**src/rtl/mc_main_ctrl.sv**
```systemverilog
// Moore control FSM for the multicycle MIPS core: sequences fetch/decode/execute
// and drives datapath selects, with optional memory wait states and illegal-op trapping.
module mc_main_ctrl #(
  parameter bit MEM_WAIT     = 1'b0,
  parameter bit EN_LWSW      = 1'b1,
  parameter bit EN_BNE       = 1'b1,
  parameter bit TRAP_ILLEGAL = 1'b1
) (
  input  logic       clk,
  input  logic       rst,
  input  logic [5:0] opcode,
  input  logic [5:0] funct,
  input  logic       mem_ready,
  output logic       pc_write,
  output logic       branch,
  output logic       branch_ne,
  output logic       iord,
  output logic       mem_write,
  output logic       ir_write,
  output logic       reg_dst,
  output logic       mem_to_reg,
  output logic       reg_write,
  output logic       alu_src_a,
  output logic [1:0] alu_src_b,
  output logic [2:0] alu_control,
  output logic [1:0] pc_src,
  output logic       imm_zext,
  output logic       illegal,
  output logic       retire,
  output logic [3:0] state
);

  typedef enum logic [3:0] {
    S_FETCH  = 4'd0,  S_DECODE = 4'd1,  S_MEMADR = 4'd2,  S_MEMRD  = 4'd3,
    S_MEMWB  = 4'd4,  S_MEMWR  = 4'd5,  S_RTEX   = 4'd6,  S_ALUWB  = 4'd7,
    S_BEQ    = 4'd8,  S_ADDIEX = 4'd9,  S_IMMWB  = 4'd10, S_JUMP   = 4'd11,
    S_ORIEX  = 4'd12, S_ANDIEX = 4'd13, S_BNE    = 4'd14, S_ILLEGAL = 4'd15
  } state_t;

  localparam logic [5:0] OP_RTYPE = 6'h00, OP_LW   = 6'h23, OP_SW    = 6'h2B,
                         OP_BEQ   = 6'h04, OP_BNE  = 6'h05, OP_ADDI  = 6'h08,
                         OP_ADDIU = 6'h09, OP_ANDI = 6'h0C, OP_ORI   = 6'h0D,
                         OP_J     = 6'h02;

  localparam logic [2:0] ALU_ADD = 3'b010, ALU_SUB = 3'b110, ALU_AND = 3'b000,
                         ALU_OR  = 3'b001, ALU_SLT = 3'b111;

  state_t     state_q, state_d, dec_state;
  logic       rdy, r_ok;
  logic [2:0] r_alu;

  assign rdy   = MEM_WAIT ? mem_ready : 1'b1;
  assign state = state_q;

  always_ff @(posedge clk) begin
    if (rst) state_q <= S_FETCH;
    else     state_q <= state_d;
  end

  always_comb begin
    r_ok  = 1'b1;
    r_alu = ALU_ADD;
    case (funct)
      6'h20:   r_alu = ALU_ADD;
      6'h22:   r_alu = ALU_SUB;
      6'h24:   r_alu = ALU_AND;
      6'h25:   r_alu = ALU_OR;
      6'h2A:   r_alu = ALU_SLT;
      default: r_ok  = 1'b0;
    endcase
  end

  // Anything not matched below falls through to the illegal-instruction path.
  always_comb begin
    if (TRAP_ILLEGAL) dec_state = S_ILLEGAL;
    else              dec_state = S_FETCH;
    case (opcode)
      OP_RTYPE:          if (r_ok)    dec_state = S_RTEX;
      OP_LW, OP_SW:      if (EN_LWSW) dec_state = S_MEMADR;
      OP_BEQ:                         dec_state = S_BEQ;
      OP_BNE:            if (EN_BNE)  dec_state = S_BNE;
      OP_ADDI, OP_ADDIU:              dec_state = S_ADDIEX;
      OP_ANDI:                        dec_state = S_ANDIEX;
      OP_ORI:                         dec_state = S_ORIEX;
      OP_J:                           dec_state = S_JUMP;
      default: ;
    endcase
  end

  always_comb begin
    state_d     = state_q;
    pc_write    = 1'b0;
    branch      = 1'b0;
    branch_ne   = 1'b0;
    iord        = 1'b0;
    mem_write   = 1'b0;
    ir_write    = 1'b0;
    reg_dst     = 1'b0;
    mem_to_reg  = 1'b0;
    reg_write   = 1'b0;
    alu_src_a   = 1'b0;
    alu_src_b   = 2'b00;
    alu_control = 3'b000;
    pc_src      = 2'b00;
    imm_zext    = 1'b0;
    illegal     = 1'b0;
    retire      = 1'b0;
    case (state_q)
      S_FETCH: begin
        alu_src_b   = 2'b01;
        alu_control = ALU_ADD;
        ir_write    = rdy;
        pc_write    = rdy;
        if (rdy) state_d = S_DECODE;
      end
      S_DECODE: begin
        alu_src_b   = 2'b11;
        alu_control = ALU_ADD;
        // Non-trapping illegal opcodes retire here as a NOP.
        retire      = (dec_state == S_FETCH);
        state_d     = dec_state;
      end
      S_MEMADR: begin
        alu_src_a   = 1'b1;
        alu_src_b   = 2'b10;
        alu_control = ALU_ADD;
        state_d     = (opcode == OP_LW) ? S_MEMRD : S_MEMWR;
      end
      S_MEMRD: begin
        iord = 1'b1;
        if (rdy) state_d = S_MEMWB;
      end
      S_MEMWB: begin
        mem_to_reg = 1'b1;
        reg_write  = 1'b1;
        retire     = 1'b1;
        state_d    = S_FETCH;
      end
      S_MEMWR: begin
        iord      = 1'b1;
        mem_write = 1'b1;
        retire    = rdy;
        if (rdy) state_d = S_FETCH;
      end
      S_RTEX: begin
        alu_src_a   = 1'b1;
        alu_control = r_alu;
        state_d     = S_ALUWB;
      end
      S_ALUWB: begin
        reg_dst   = 1'b1;
        reg_write = 1'b1;
        retire    = 1'b1;
        state_d   = S_FETCH;
      end
      S_ADDIEX, S_ANDIEX, S_ORIEX: begin
        alu_src_a   = 1'b1;
        alu_src_b   = 2'b10;
        alu_control = (state_q == S_ANDIEX) ? ALU_AND :
                      (state_q == S_ORIEX)  ? ALU_OR  : ALU_ADD;
        imm_zext    = (state_q != S_ADDIEX);
        state_d     = S_IMMWB;
      end
      S_IMMWB: begin
        reg_write = 1'b1;
        retire    = 1'b1;
        state_d   = S_FETCH;
      end
      S_BEQ, S_BNE: begin
        alu_src_a   = 1'b1;
        alu_control = ALU_SUB;
        pc_src      = 2'b01;
        branch      = (state_q == S_BEQ);
        branch_ne   = (state_q == S_BNE);
        retire      = 1'b1;
        state_d     = S_FETCH;
      end
      S_JUMP: begin
        pc_src   = 2'b10;
        pc_write = 1'b1;
        retire   = 1'b1;
        state_d  = S_FETCH;
      end
      S_ILLEGAL: illegal = 1'b1;
      default:   state_d = S_FETCH;
    endcase
    // Reset silences every strobe in the same cycle so an abandoned access never writes.
    if (rst) begin
      pc_write    = 1'b0;
      branch      = 1'b0;
      branch_ne   = 1'b0;
      iord        = 1'b0;
      mem_write   = 1'b0;
      ir_write    = 1'b0;
      reg_dst     = 1'b0;
      mem_to_reg  = 1'b0;
      reg_write   = 1'b0;
      alu_src_a   = 1'b0;
      alu_src_b   = 2'b00;
      alu_control = 3'b000;
      pc_src      = 2'b00;
      imm_zext    = 1'b0;
      illegal     = 1'b0;
      retire      = 1'b0;
    end
  end

endmodule

```
**config.mk**
```make
export PLATFORM = sky130hd
export DESIGN_NAME = mc_main_ctrl
export DESIGN_NICKNAME = d
export VERILOG_FILES = /design/src/rtl/mc_main_ctrl.sv
export SDC_FILE = /design/constraint.sdc
export NUM_CORES = 1
export LEC_CHECK = 0
export ABC_AREA = 1
export CAP_MARGIN = 25
export CORE_MARGIN = 5
export CORE_UTILIZATION = 43
export CTS_CLUSTER_DIAMETER = 80
export DETAILED_ROUTE_END_ITERATION = 16
export MAX_ROUTING_LAYER = met4
export PLACE_DENSITY = 0.85
export SLEW_MARGIN = 25
export SYNTH_ARGS = -nofsm -noshare
export SYNTH_HDL_FRONTEND = slang
export SYNTH_SLANG_ARGS = --single-unit
export TNS_END_PERCENT = 50
```
**constraint.sdc**
```tcl
create_clock -name clk -period 2.65 [get_ports clk]
set_clock_uncertainty 0.2 [all_clocks]
set_input_delay 0.795 -clock clk [delete_from_list [all_inputs] [get_ports clk]]
set_output_delay 0.795 -clock clk [all_outputs]
set_load 0.03 [all_outputs]
```
==> report_table.html, run 1 <==
<table>
<tr><th>Metric</th><th>Value</th></tr>
<tr><th colspan="2">Status</th></tr>
<tr><td>Result of the run</td><td>finished, violations left</td></tr>
<tr><td>Failing checks</td><td>setup timing</td></tr>
<tr><th colspan="2">Critical path</th></tr>
<tr><td>Arrival time reported for the critical path endpoint</td><td>1670 ps</td></tr>
<tr><td>Kind of end point of the critical path</td><td>primary output</td></tr>
<tr><td>Worst reg2reg setup slack</td><td>880 ps</td></tr>
<tr><td>Startpoint kind of the worst setup timing path</td><td>flip-flop</td></tr>
<tr><td>Reg2Reg Depth</td><td>11</td></tr>
<tr><td>Worst endpoint required time</td><td>approximately 1700 ps</td></tr>
<tr><td>Path type of the worst setup path</td><td>reg -&gt; out</td></tr>
<tr><td>Worst-path maximum fanout</td><td>5</td></tr>
<tr><th colspan="2">Cells and area</th></tr>
<tr><td>Number of flip-flops under the largest register name</td><td>4</td></tr>
<tr><td>Most common library cell in the layout ignoring fill and taps</td><td>sky130_fd_sc_hd__buf_4</td></tr>
<tr><td>Total number of nets in the final design</td><td>235</td></tr>
<tr><td>Highest-count cells in the layout ignoring fill and taps</td><td>47 x sky130_fd_sc_hd__buf_4, 33 x sky130_fd_sc_hd__nand2_1, 21 x sky130_fd_sc_hd__inv_1</td></tr>
<tr><td>Fraction of final layout cells with drive strength greater than 1</td><td>47.2%</td></tr>
<tr><td>Fillers</td><td>109</td></tr>
<tr><td>Sequential cell area in the final layout</td><td>86.3 sq um</td></tr>
<tr><td>Area of combinational cells with multiple inputs</td><td>671 sq um</td></tr>
<tr><td>Area Growth Syn to Fin</td><td>88.6%</td></tr>
<tr><td># diodes</td><td>0</td></tr>
<tr><td>Number of standard cells in the layout, taps in and fillers out</td><td>243</td></tr>
<tr><th colspan="2">Clocking</th></tr>
<tr><td>Maximum root-to-sink buffer count</td><td>2</td></tr>
<tr><td>Clock Latency Late Sink</td><td>240 ps</td></tr>
<tr><td>CTS tree</td><td>built</td></tr>
<tr><td>Number of buffers created by CTS</td><td>3</td></tr>
<tr><td>Hold_buf cts</td><td>0</td></tr>
<tr><td>Count of H-tree levels built during CTS</td><td>1</td></tr>
<tr><td>Post-CTS clock slew at the launch and capture registers of the worst setup and hold paths</td><td>40 ps</td></tr>
<tr><td>Clk root buf</td><td>sky130_fd_sc_hd__clkbuf_4</td></tr>
<tr><td>Clock net sink count</td><td>4</td></tr>
<tr><th colspan="2">Timing</th></tr>
<tr><td>Period utilization</td><td>101%</td></tr>
<tr><td>PnR worst setup slack</td><td>-18.2 ps</td></tr>
<tr><td>Post-layout minimum cycle time</td><td>2670 ps</td></tr>
<tr><td>Top achievable clock speed</td><td>0.375 GHz</td></tr>
<tr><td>Measured slew at the worst slew-check pin</td><td>345 ps</td></tr>
<tr><td>Post-Route Hold Slack</td><td>577 ps</td></tr>
<tr><td>Max-slew violations</td><td>0</td></tr>
<tr><td>Number of failing hold endpoints at the final stage</td><td>0</td></tr>
<tr><td>Setup-violating endpoint count in the final report</td><td>1</td></tr>
<tr><td>Headroom to the max-slew limit</td><td>76.9%</td></tr>
<tr><th colspan="2">Logic synthesis</th></tr>
<tr><td>Post-synthesis cell count</td><td>148</td></tr>
<tr><td>Yosys cell types</td><td>31</td></tr>
<tr><td>Sequential-to-total area share from yosys stat</td><td>10.3%</td></tr>
<tr><td>Main combinational cell family by area after synthesis</td><td>simple AND/OR/NAND/NOR gates</td></tr>
<tr><td>Post-synthesis simple-gate area fraction</td><td>55.9%</td></tr>
<tr><td>Compound-cell area share of the yosys netlist</td><td>18.8%</td></tr>
<tr><td>Share of synthesized area spent on multiplexers</td><td>0%</td></tr>
<tr><td>Adder and majority cell fraction of the synthesized area</td><td>0%</td></tr>
<tr><td>Syn avg cell area</td><td>5.27 sq um</td></tr>
<tr><td>Synth Area in XOR/XNOR</td><td>0%</td></tr>
<tr><td>Yosys warns</td><td>0</td></tr>
<tr><td>Register bit count reported by yosys</td><td>4</td></tr>
<tr><td>Syn_nets</td><td>163</td></tr>
<tr><td>Cell Area, Synth</td><td>779 sq um</td></tr>
<tr><th colspan="2">Place</th></tr>
<tr><td>Count of buffers inserted at the top-level ports</td><td>37</td></tr>
<tr><td>Last weighted congestion value of the routability-driven placer</td><td>0.932</td></tr>
<tr><td>HPWL after detailed placement</td><td>roughly 2400 microns</td></tr>
<tr><td>Number of cells in the design after placement</td><td>between 200 and 250</td></tr>
<tr><th colspan="2">Floorplanning</th></tr>
<tr><td>Initial core utilization</td><td>45.1%</td></tr>
<tr><td>Core region area</td><td>between 0.0015 and 0.002 sq mm</td></tr>
<tr><td>Floorplan die area</td><td>approximately 0.0028 sq mm</td></tr>
<tr><td>Vertical extent of the die</td><td>52.6 microns</td></tr>
<tr><td>Horizontal die dimension</td><td>52.6 microns</td></tr>
<tr><td>Ports</td><td>39</td></tr>
<tr><td>Row Count</td><td>15</td></tr>
<tr><th colspan="2">Drt</th></tr>
<tr><td>Post-DR wirelength/cell</td><td>14.6 microns</td></tr>
<tr><td>Number of DRC violations after detailed-routing iteration 0</td><td>60</td></tr>
<tr><td>Total vias in the final route</td><td>1,299</td></tr>
<tr><td>Ratio of routed vias to standard cells</td><td>5.35</td></tr>
<tr><td>Number of detailed-route iterations in the first pass</td><td>4</td></tr>
<tr><td>Final wirelength</td><td>3540 microns</td></tr>
<tr><td>Antenna viol nets, final</td><td>0</td></tr>
<tr><td>Detailed-route DRC error count</td><td>0</td></tr>
<tr><th colspan="2">GRT</th></tr>
<tr><td>Vias in the first global route</td><td>1,198</td></tr>
<tr><td>Met2 Use GR</td><td>41.7%</td></tr>
<tr><td>Total gr overflow</td><td>0</td></tr>
<tr><td>Met1 usage in global routing</td><td>29.8%</td></tr>
<tr><td>Antenna violations before repair</td><td>0</td></tr>
<tr><td>Most crowded layer after global routing</td><td>met2</td></tr>
<tr><td>All-Layer GR Usage</td><td>24.8%</td></tr>
<tr><td>Met3 demand-to-capacity share in global routing</td><td>3.13%</td></tr>
<tr><td>Maximum number of pins on one net before global-route repair</td><td>7</td></tr>
<tr><td>Wire length of the first global-routing pass</td><td>5090 microns</td></tr>
<tr><th colspan="2">Min path</th></tr>
<tr><td>Min-delay worst type</td><td>reg -&gt; reg</td></tr>
<tr><td>Number of cells on the worst hold path</td><td>3</td></tr>
<tr><th colspan="2">Power and ir drop</th></tr>
<tr><td>Leakage dissipation</td><td>between 0.8 and 0.9 nW</td></tr>
<tr><td>Total power divided by cell area</td><td>961 mW/mm^2</td></tr>
<tr><td>Post-route total power</td><td>1.41 mW</td></tr>
<tr><td>Maximum vdd ir drop</td><td>between 800 and 900 uV</td></tr>
<tr><th colspan="2">Job</th></tr>
<tr><td>Number of maximum-capacitance constraint violations</td><td>0</td></tr>
</table>
==> layer usage <==
layer  share of wire [%]  wire (microns)  up-vias
met3                 7.3             257       19
met4                 4.8             170        0
met1                  37            1310      589
li1                    -               -      617
met5                   0               0        -
met2                  51            1800       74
==> layout make-up <==
type	count	share of cell area, %
clock buffers	3	1.53
flip-flops and latches	4	5.87
well taps	25	2.13
inverters	29	7.40
multi-input cells	113	45.6
repair buffers	69	37.4
==> worst paths after layout <==
path	endpoint	from
hold reg to reg	state[0]	state[3]
setup reg to reg	state[3]	state[2]
hold / removal	state[0]	state[3]
setup / recovery	alu_src_b[1]	state[3]
==> cells in the mapped netlist, drive strengths merged <==
cell type,number,share of area [%]
a31oi,2,1.6
nor2,33,20
nor3,4,2.6
nor4,1,0.80
a41oi,1,1.1
o22ai,1,0.80
nand3,12,9.0
o211a,1,1.3
a211oi,1,0.96
buf,2,1.1
a22oi,1,1.6
nand2,40,21
a21oi,7,6.4
clkinv,1,0.48
o211ai,2,1.9
nor3b,1,0.96
dfxtp,4,10
nand4,2,1.6
inv,28,13
a32oi,1,1.1
o21ai,3,1.9
==> report_power, final <==
| part | switching (mW) | leakage, nW | total [mW] | internal [mW] |
|---|---|---|---|---|
| registers | 0.0561 | 0.0342 | 0.154 | 0.0976 |
| clock network | 0.0275 | 0.0138 | 0.0784 | 0.0508 |
| logic | 0.702 | 0.753 | 1.18 | 0.480 |
| total | 0.786 | 0.801 | 1.41 | 0.628 |
==> repair_timing <==
item	CTS	global route
pin swaps	12	9
gates cloned	1	0
gates resized for setup	37	27
endpoints found under the setup margin	20	11
buffers inserted	5	1
==> critical path: stages, from the launching register on <==
cell and delay (ps):
sky130_fd_sc_hd__dfxtp_1 360, sky130_fd_sc_hd__buf_4 180, sky130_fd_sc_hd__nor2_4 110, sky130_fd_sc_hd__buf_4 140
sky130_fd_sc_hd__nand2_1 150, sky130_fd_sc_hd__a31oi_1 270, sky130_fd_sc_hd__buf_4 210
==> cells by family (layout without fill, tap and decap cells) <==
logic type	after synthesis	in the layout
buf+inv	31	101
compound gates	20	20
flops	4	4
simple gates	93	93
==> through the flow <==
stage | cell area [sq um] | util (%) | setup slack (ps) | TNS [ps]
3_3_place_gp | 1330 | 77.2 | -716 | -4610
4_1_cts | 1420 | 82.3 | -41.8 | -57.5
2_1_floorplan | 793 | - | -25.1 | -52.7
6_report | 1470 | 85.1 | -18.2 | -18.2
3_5_place_dp | 1330 | 77.2 | -772 | -5000
5_1_grt | 1470 | 85.1 | -104 | -241
(Power assumes the default switching activity.)
==> run 2, diff against run 1 <==
Settings changed: CORE_UTILIZATION 43 to 30, PLACE_DENSITY 0.85 to unset.
==> run 2 against run 1 <==
The run now ends clean. Sequential power rose by 9.7%. Clock-buffer cell count unchanged. Clock power down 3.2%. Cell area decreased by 9.9%. Sequential share of layout area rose by 0.93 points. Register-to-register slack got worse by 40 ps. Global-route usage is 9.7 points lower.
==> report_table.html, run 2 (same netlist as run 1, synthesis figures left out) <==
<table>
<tr><th>Metric</th><th>Value</th></tr>
<tr><th colspan="2">Status</th></tr>
<tr><td>Result of the run</td><td>complete, no violations</td></tr>
<tr><th colspan="2">Floorplanning</th></tr>
<tr><td>Core region area</td><td>0.00248 sq mm</td></tr>
<tr><td>Horizontal die dimension</td><td>between 60 and 70 microns</td></tr>
<tr><td>Floorplan die area</td><td>0.00372 sq mm</td></tr>
<tr><td>Initial core utilization</td><td>31.5%</td></tr>
<tr><td>Row Count</td><td>18</td></tr>
<tr><td>Vertical extent of the die</td><td>61.0 microns</td></tr>
<tr><td>Ports</td><td>39</td></tr>
<tr><th colspan="2">Clocking</th></tr>
<tr><td>Post-CTS clock slew at the launch and capture registers of the worst setup and hold paths</td><td>40 ps</td></tr>
<tr><td>Clock Latency Late Sink</td><td>about 240 ps</td></tr>
<tr><td>Hold_buf cts</td><td>0</td></tr>
<tr><td>Count of H-tree levels built during CTS</td><td>1</td></tr>
<tr><td>Clk root buf</td><td>sky130_fd_sc_hd__clkbuf_4</td></tr>
<tr><td>CTS tree</td><td>built</td></tr>
<tr><td>Maximum root-to-sink buffer count</td><td>2</td></tr>
<tr><td>Number of buffers created by CTS</td><td>3</td></tr>
<tr><td>Clock net sink count</td><td>4</td></tr>
<tr><th colspan="2">Min path</th></tr>
<tr><td>Number of cells on the worst hold path</td><td>3</td></tr>
<tr><td>Min-delay worst type</td><td>reg -&gt; reg</td></tr>
<tr><th colspan="2">Place</th></tr>
<tr><td>Last weighted congestion value of the routability-driven placer</td><td>between 0.8 and 0.9</td></tr>
<tr><td>Cell area after placement</td><td>0.00121 sq mm</td></tr>
<tr><td>HPWL after detailed placement</td><td>2120 microns</td></tr>
<tr><td>Number of cells in the design after placement</td><td>221</td></tr>
<tr><td>Count of buffers inserted at the top-level ports</td><td>37</td></tr>
<tr><th colspan="2">Drt</th></tr>
<tr><td>Final wirelength</td><td>between 2000 and 3000 microns</td></tr>
<tr><td>Antenna viol nets, final</td><td>0</td></tr>
<tr><td>Total vias in the final route</td><td>approximately 1,100</td></tr>
<tr><td>Ratio of routed vias to standard cells</td><td>4.72</td></tr>
<tr><td>Post-DR wirelength/cell</td><td>between 10 and 15 microns</td></tr>
<tr><td>Detailed-route DRC error count</td><td>0</td></tr>
<tr><td>Number of detailed-route iterations in the first pass</td><td>4</td></tr>
<tr><td>Number of DRC violations after detailed-routing iteration 0</td><td>23</td></tr>
<tr><th colspan="2">Power and ir drop</th></tr>
<tr><td>Post-route total power</td><td>1.21 mW</td></tr>
<tr><td>Int Power</td><td>slightly above 500 uW</td></tr>
<tr><td>Leakage dissipation</td><td>a little over 0.7 nW</td></tr>
<tr><td>Total power divided by cell area</td><td>roughly 900 mW/mm^2</td></tr>
<tr><td>Switch Pwr</td><td>between 600 and 700 uW</td></tr>
<tr><td>Part of the power in registers</td><td>between 10 and 15%</td></tr>
<tr><td>Part of the total power dissipated in combinational logic</td><td>79.8%</td></tr>
<tr><td>Switching share of power</td><td>roughly 57%</td></tr>
<tr><td>Maximum vdd ir drop</td><td>675 uV</td></tr>
<tr><td>Portion of total power attributed to the clock network</td><td>roughly 6.3%</td></tr>
<tr><th colspan="2">GRT</th></tr>
<tr><td>All-Layer GR Usage</td><td>15.1%</td></tr>
<tr><td>Maximum number of pins on one net before global-route repair</td><td>20</td></tr>
<tr><td>Vias in the first global route</td><td>~1,000</td></tr>
<tr><td>Wire length of the first global-routing pass</td><td>4260 microns</td></tr>
<tr><td>Total gr overflow</td><td>0</td></tr>
<tr><td>Antenna violations before repair</td><td>0</td></tr>
<tr><th colspan="2">Cells and area</th></tr>
<tr><td>Share of the core filled with cells</td><td>53.5%</td></tr>
<tr><td>Finished Cell Area</td><td>0.00133 sq mm</td></tr>
<tr><td>Area Growth Syn to Fin</td><td>70.0%</td></tr>
<tr><td>Number of standard cells in the layout, taps in and fillers out</td><td>229</td></tr>
<tr><td>Number of flip-flops under the largest register name</td><td>4</td></tr>
<tr><td>Total number of nets in the final design</td><td>216</td></tr>
<tr><td># diodes</td><td>0</td></tr>
<tr><td>Most common library cell in the layout ignoring fill and taps</td><td>sky130_fd_sc_hd__nand2_1</td></tr>
<tr><td>Fraction of final layout cells with drive strength greater than 1</td><td>41.7%</td></tr>
<tr><td>Highest-count cells in the layout ignoring fill and taps</td><td>33 x sky130_fd_sc_hd__nand2_1, 31 x sky130_fd_sc_hd__buf_4, 22 x sky130_fd_sc_hd__inv_1</td></tr>
<tr><th colspan="2">Critical path</th></tr>
<tr><td>Kind of end point of the critical path</td><td>primary output</td></tr>
<tr><td>Worst-path maximum fanout</td><td>19</td></tr>
<tr><td>Worst endpoint required time</td><td>1660 ps</td></tr>
<tr><td>Reg2Reg Depth</td><td>12</td></tr>
<tr><td>Path type of the worst setup path</td><td>in -&gt; out</td></tr>
<tr><td>Startpoint kind of the worst setup timing path</td><td>input port</td></tr>
<tr><td>Arrival time reported for the critical path endpoint</td><td>between 1500 and 2000 ps</td></tr>
<tr><th colspan="2">Timing</th></tr>
<tr><td>Headroom to the max-slew limit</td><td>around four fifths</td></tr>
<tr><td>Number of failing hold endpoints at the final stage</td><td>0</td></tr>
<tr><td>Post-layout minimum cycle time</td><td>roughly 2600 ps</td></tr>
<tr><td>Setup-violating endpoint count in the final report</td><td>0</td></tr>
<tr><td>Max-slew violations</td><td>0</td></tr>
<tr><td>Measured slew at the worst slew-check pin</td><td>307 ps</td></tr>
<tr><td>Period utilization</td><td>99.5%</td></tr>
<tr><td>RSZ-0062 raised after global routing</td><td>true</td></tr>
<tr><td>Top achievable clock speed</td><td>0.379 GHz</td></tr>
<tr><th colspan="2">Job</th></tr>
<tr><td>Number of maximum-capacitance constraint violations</td><td>0</td></tr>
</table>
run 2: path summary, 6_finish.rpt:
kind,start,to,slack (ps)
min,state[3],state[0],530
max reg2reg,state[1],state[2],840
max,rst,branch,10
min reg2reg,state[3],state[0],530
run 2: power by group through the flow:
stage               logic (mW)  clock network [mW]  registers, mW
floorplan                0.579                   0          0.200
global placement         0.930                   0          0.154
detailed placement       0.933                   0          0.156
CTS                      0.943              0.0791          0.165
global route              1.06              0.0859          0.176
finish                   0.966              0.0759          0.169
run 2: per-layer routing:
layer,track usage (%),vias to the layer above,part of all wire [%]
li1,-,578,-
met1,19.6,482,45
met2,24.6,19,51
met3,1.91,2,3.7
met4,4.02,0,0.31
met5,-,-,0
run 2: final cells by class:
cell class | count | area, sq um
inverter | 29 | 109
sequential | 4 | 90.1
tap | 30 | 37.5
multi-input combinational | 113 | 657
clock buffer | 3 | 22.5
timing repair buffer | 50 | 409
fill | 270 | 1150
run 2: what timing repair did:
item                                    4_1_cts  5_1_grt
endpoints found under the setup margin       20        9
pin swaps                                    12       11
endpoints found under the hold margin         0        0
resized for setup                            34       15
setup buffers                                 2        3
run 2: worst max-delay path, stage by stage:
cell and delay, ps:
sky130_fd_sc_hd__dlygate4sd2_1 260, sky130_fd_sc_hd__buf_12 160, sky130_fd_sc_hd__nor4_2 220, sky130_fd_sc_hd__buf_4 200
run 2: metrics by stage:
| step | worst slack (ps) | hold WS [ps] | TNS (ps) |
|---|---|---|---|
| after floorplan | -25.1 | 659 | -52.7 |
| after global placement | -348 | 556 | -2890 |
| after detailed placement | -361 | 563 | -2870 |
| after CTS | 0.0755 | 544 | 0 |
| after global routing | -60.5 | 589 | -97.9 |
| final | 13.1 | 531 | 0 |
==> run 3, diff against run 2 <==
Settings changed: GPL_TIMING_DRIVEN set to 0.
==> run 3 against run 2 <==
Maximum frequency about the same. Critical path depth up 4. Setup slack better by 1.8 ps. Sequential cell count unchanged. Critical endpoint is now alu_control[1]. Routed wire length up 9.5%. Clock power up 6.9%. Utilization up 2.6 points. Global-route usage up 0.53 points. Clock-buffer cell count unchanged. Non-clock buffer count up 4. Final cell count up 1.7%.
==> report_table.html, run 3 (same netlist as run 1, synthesis figures left out) <==
<table>
<tr><th>Metric</th><th>Value</th></tr>
<tr><th colspan="2">Timing</th></tr>
<tr><td>Number of failing hold endpoints at the final stage</td><td>0</td></tr>
<tr><td>Period utilization</td><td>99.4%</td></tr>
<tr><td>Fin Setup TNS</td><td>0 ps</td></tr>
<tr><td>Headroom to the max-slew limit</td><td>77.2%</td></tr>
<tr><td>Setup-violating endpoint count in the final report</td><td>0</td></tr>
<tr><td>Post-Route Hold Slack</td><td>528 ps</td></tr>
<tr><td>RSZ-0062 raised after global routing</td><td>true</td></tr>
<tr><td>Top achievable clock speed</td><td>roughly 0.38 GHz</td></tr>
<tr><td>Max-slew violations</td><td>0</td></tr>
<tr><td>Measured slew at the worst slew-check pin</td><td>about 340 ps</td></tr>
<tr><td>Post-layout minimum cycle time</td><td>2640 ps</td></tr>
<tr><th colspan="2">Clocking</th></tr>
<tr><td>Clock Latency Late Sink</td><td>250 ps</td></tr>
<tr><td>Count of H-tree levels built during CTS</td><td>1</td></tr>
<tr><td>Clock net sink count</td><td>4</td></tr>
<tr><td>Number of buffers created by CTS</td><td>3</td></tr>
<tr><td>Hold_buf cts</td><td>0</td></tr>
<tr><td>Clk root buf</td><td>sky130_fd_sc_hd__clkbuf_4</td></tr>
<tr><td>Post-CTS clock slew at the launch and capture registers of the worst setup and hold paths</td><td>roughly 50 ps</td></tr>
<tr><td>Maximum root-to-sink buffer count</td><td>2</td></tr>
<tr><td>CTS tree</td><td>built</td></tr>
<tr><th colspan="2">Cells and area</th></tr>
<tr><td>Highest-count cells in the layout ignoring fill and taps</td><td>32 x sky130_fd_sc_hd__nand2_1, 25 x sky130_fd_sc_hd__buf_4, 21 x sky130_fd_sc_hd__inv_1</td></tr>
<tr><td>Most common library cell in the layout ignoring fill and taps</td><td>sky130_fd_sc_hd__nand2_1</td></tr>
<tr><td>Area Growth Syn to Fin</td><td>78.2%</td></tr>
<tr><td>Fraction of final layout cells with drive strength greater than 1</td><td>between 40 and 50%</td></tr>
<tr><td># diodes</td><td>0</td></tr>
<tr><td>Total number of nets in the final design</td><td>220</td></tr>
<tr><td>Number of flip-flops under the largest register name</td><td>4</td></tr>
<tr><th colspan="2">Critical path</th></tr>
<tr><td>Arrival time reported for the critical path endpoint</td><td>1640 ps</td></tr>
<tr><td>Path type of the worst setup path</td><td>reg -&gt; out</td></tr>
<tr><td>Worst endpoint required time</td><td>1660 ps</td></tr>
<tr><td>Kind of end point of the critical path</td><td>primary output</td></tr>
<tr><td>Kind of cell adding the most delay to the critical path</td><td>compound AO/OA/AOI/OAI gates</td></tr>
<tr><td>Worst-path maximum fanout</td><td>7</td></tr>
<tr><td>Critical path cell sequence</td><td>inv_6 -&gt; nor2_4 -&gt; buf_12 -&gt; a22oi_2 -&gt; o21ai_1 -&gt; a211oi_2 -&gt; nor2_1 -&gt; buf_4</td></tr>
<tr><td>Delay of the slowest cell on the worst path</td><td>380 ps</td></tr>
<tr><td>Startpoint kind of the worst setup timing path</td><td>flip-flop</td></tr>
<tr><td>Combined buffer and inverter count along the critical path</td><td>3</td></tr>
<tr><td>Standard cell with the maximum stage delay on the critical path</td><td>sky130_fd_sc_hd__dfxtp_4</td></tr>
<tr><th colspan="2">Power and ir drop</th></tr>
<tr><td>Part of the power in registers</td><td>15.0%</td></tr>
<tr><td>Switching share of power</td><td>57.3%</td></tr>
<tr><td>Leakage dissipation</td><td>0.739 nW</td></tr>
<tr><td>Total power divided by cell area</td><td>896 mW/mm^2</td></tr>
<tr><td>Part of the total power dissipated in combinational logic</td><td>about four fifths</td></tr>
<tr><td>Post-route total power</td><td>1.24 mW</td></tr>
<tr><td>Portion of total power attributed to the clock network</td><td>6.5%</td></tr>
<tr><td>Maximum vdd ir drop</td><td>744 uV</td></tr>
<tr><td>Int Power</td><td>roughly 530 uW</td></tr>
<tr><td>Switch Pwr</td><td>around 710 uW</td></tr>
<tr><th colspan="2">Drt</th></tr>
<tr><td>Detailed-route DRC error count</td><td>0</td></tr>
<tr><td>Number of DRC violations after detailed-routing iteration 0</td><td>61</td></tr>
<tr><td>Final wirelength</td><td>around 2800 microns</td></tr>
<tr><td>Total vias in the final route</td><td>1,097</td></tr>
<tr><td>Post-DR wirelength/cell</td><td>12.2 microns</td></tr>
<tr><td>Number of detailed-route iterations in the first pass</td><td>4</td></tr>
<tr><td>Ratio of routed vias to standard cells</td><td>roughly 4.7</td></tr>
<tr><td>Antenna viol nets, final</td><td>0</td></tr>
<tr><th colspan="2">Floorplanning</th></tr>
<tr><td>Core region area</td><td>0.00248 sq mm</td></tr>
<tr><td>Row Count</td><td>18</td></tr>
<tr><td>Horizontal die dimension</td><td>61.0 microns</td></tr>
<tr><td>Floorplan die area</td><td>0.00372 sq mm</td></tr>
<tr><td>Initial core utilization</td><td>31.5%</td></tr>
<tr><td>Vertical extent of the die</td><td>roughly 60 microns</td></tr>
<tr><td>Ports</td><td>39</td></tr>
<tr><th colspan="2">Place</th></tr>
<tr><td>Last weighted congestion value of the routability-driven placer</td><td>0.854</td></tr>
<tr><td>HPWL after detailed placement</td><td>around 2100 microns</td></tr>
<tr><td>Count of buffers inserted at the top-level ports</td><td>37</td></tr>
<tr><th colspan="2">Job</th></tr>
<tr><td>Number of maximum-capacitance constraint violations</td><td>0</td></tr>
<tr><th colspan="2">GRT</th></tr>
<tr><td>Wire length of the first global-routing pass</td><td>4370 microns</td></tr>
<tr><td>Maximum number of pins on one net before global-route repair</td><td>11</td></tr>
<tr><td>All-Layer GR Usage</td><td>15.6%</td></tr>
<tr><td>Total gr overflow</td><td>0</td></tr>
<tr><td>Antenna violations before repair</td><td>0</td></tr>
<tr><td>Vias in the first global route</td><td>993</td></tr>
<tr><th colspan="2">Status</th></tr>
<tr><td>Result of the run</td><td>complete, no violations</td></tr>
<tr><th colspan="2">Min path</th></tr>
<tr><td>Min-delay worst type</td><td>reg -&gt; reg</td></tr>
</table>
run 3: worst register-to-register path: cells and delay by family (launching register included):
kind | cells | cell delay, ps
and+or+nand+nor | 8 | 710
buffers and inverters | 3 | 280
DFF | 1 | 410
run 3: path summary, 6_finish.rpt:
kind | startpoint | to | slack (ps) | cells after the start
worst max-delay path | state[1] | alu_control[1] | 10 | 8
worst min-delay path | state[3] | state[0] | 530 | 3
worst max register to register | state[1] | state[3] | 1010 | 11
worst min register to register | state[3] | state[0] | 530 | 3
run 3: power by group through the flow:
stage / logic (mW) / registers [mW] / clock network (mW)
CTS: 0.899 / 0.167 / 0.0806
floorplan: 0.579 / 0.200 / 0
global placement: 0.921 / 0.162 / 0
finish: 0.976 / 0.187 / 0.0811
detailed placement: 0.924 / 0.159 / 0
global route: 1.06 / 0.195 / 0.0900
run 3: metal layers:
metal  global-route usage [%]  wire, microns
met1                     20.7           1250
met2                     25.5           1450
met3                     2.77            128
met4                     1.86             10
met5                        -              0
run 3: cell type report:
cell class                      count  area [sq um]
Clock buffer                        3          22.5
Timing Repair Buffer               52           423
Inverter                           29           116
Sequential cell                     4          92.6
Buffer                              2          22.5
Fill cell                         254          1090
Tap cell                           30          37.5
Multi-Input combinational cell    113           674
run 3: metrics by stage:
| step | instance area, sq um | instances | util (%) | setup slack (ps) |
|---|---|---|---|---|
| 6_report | 1390 | 233 | 56.1 | 14.9 |
| 5_1_grt | 1390 | 233 | 56.1 | -109 |
| 4_1_cts | 1230 | 226 | 49.7 | 7.13 |
| 3_5_place_dp | 1200 | 215 | 48.5 | -917 |
| 3_3_place_gp | 1200 | 215 | 48.5 | -912 |
| 2_1_floorplan | 793 | 148 | - | -25.1 |
run 3: timing repair:
action	CTS	global route
pin swaps	11	13
setup buffers	7	7
gates resized for setup	157	32
setup endpoints to repair	20	14
gates cloned	1	0
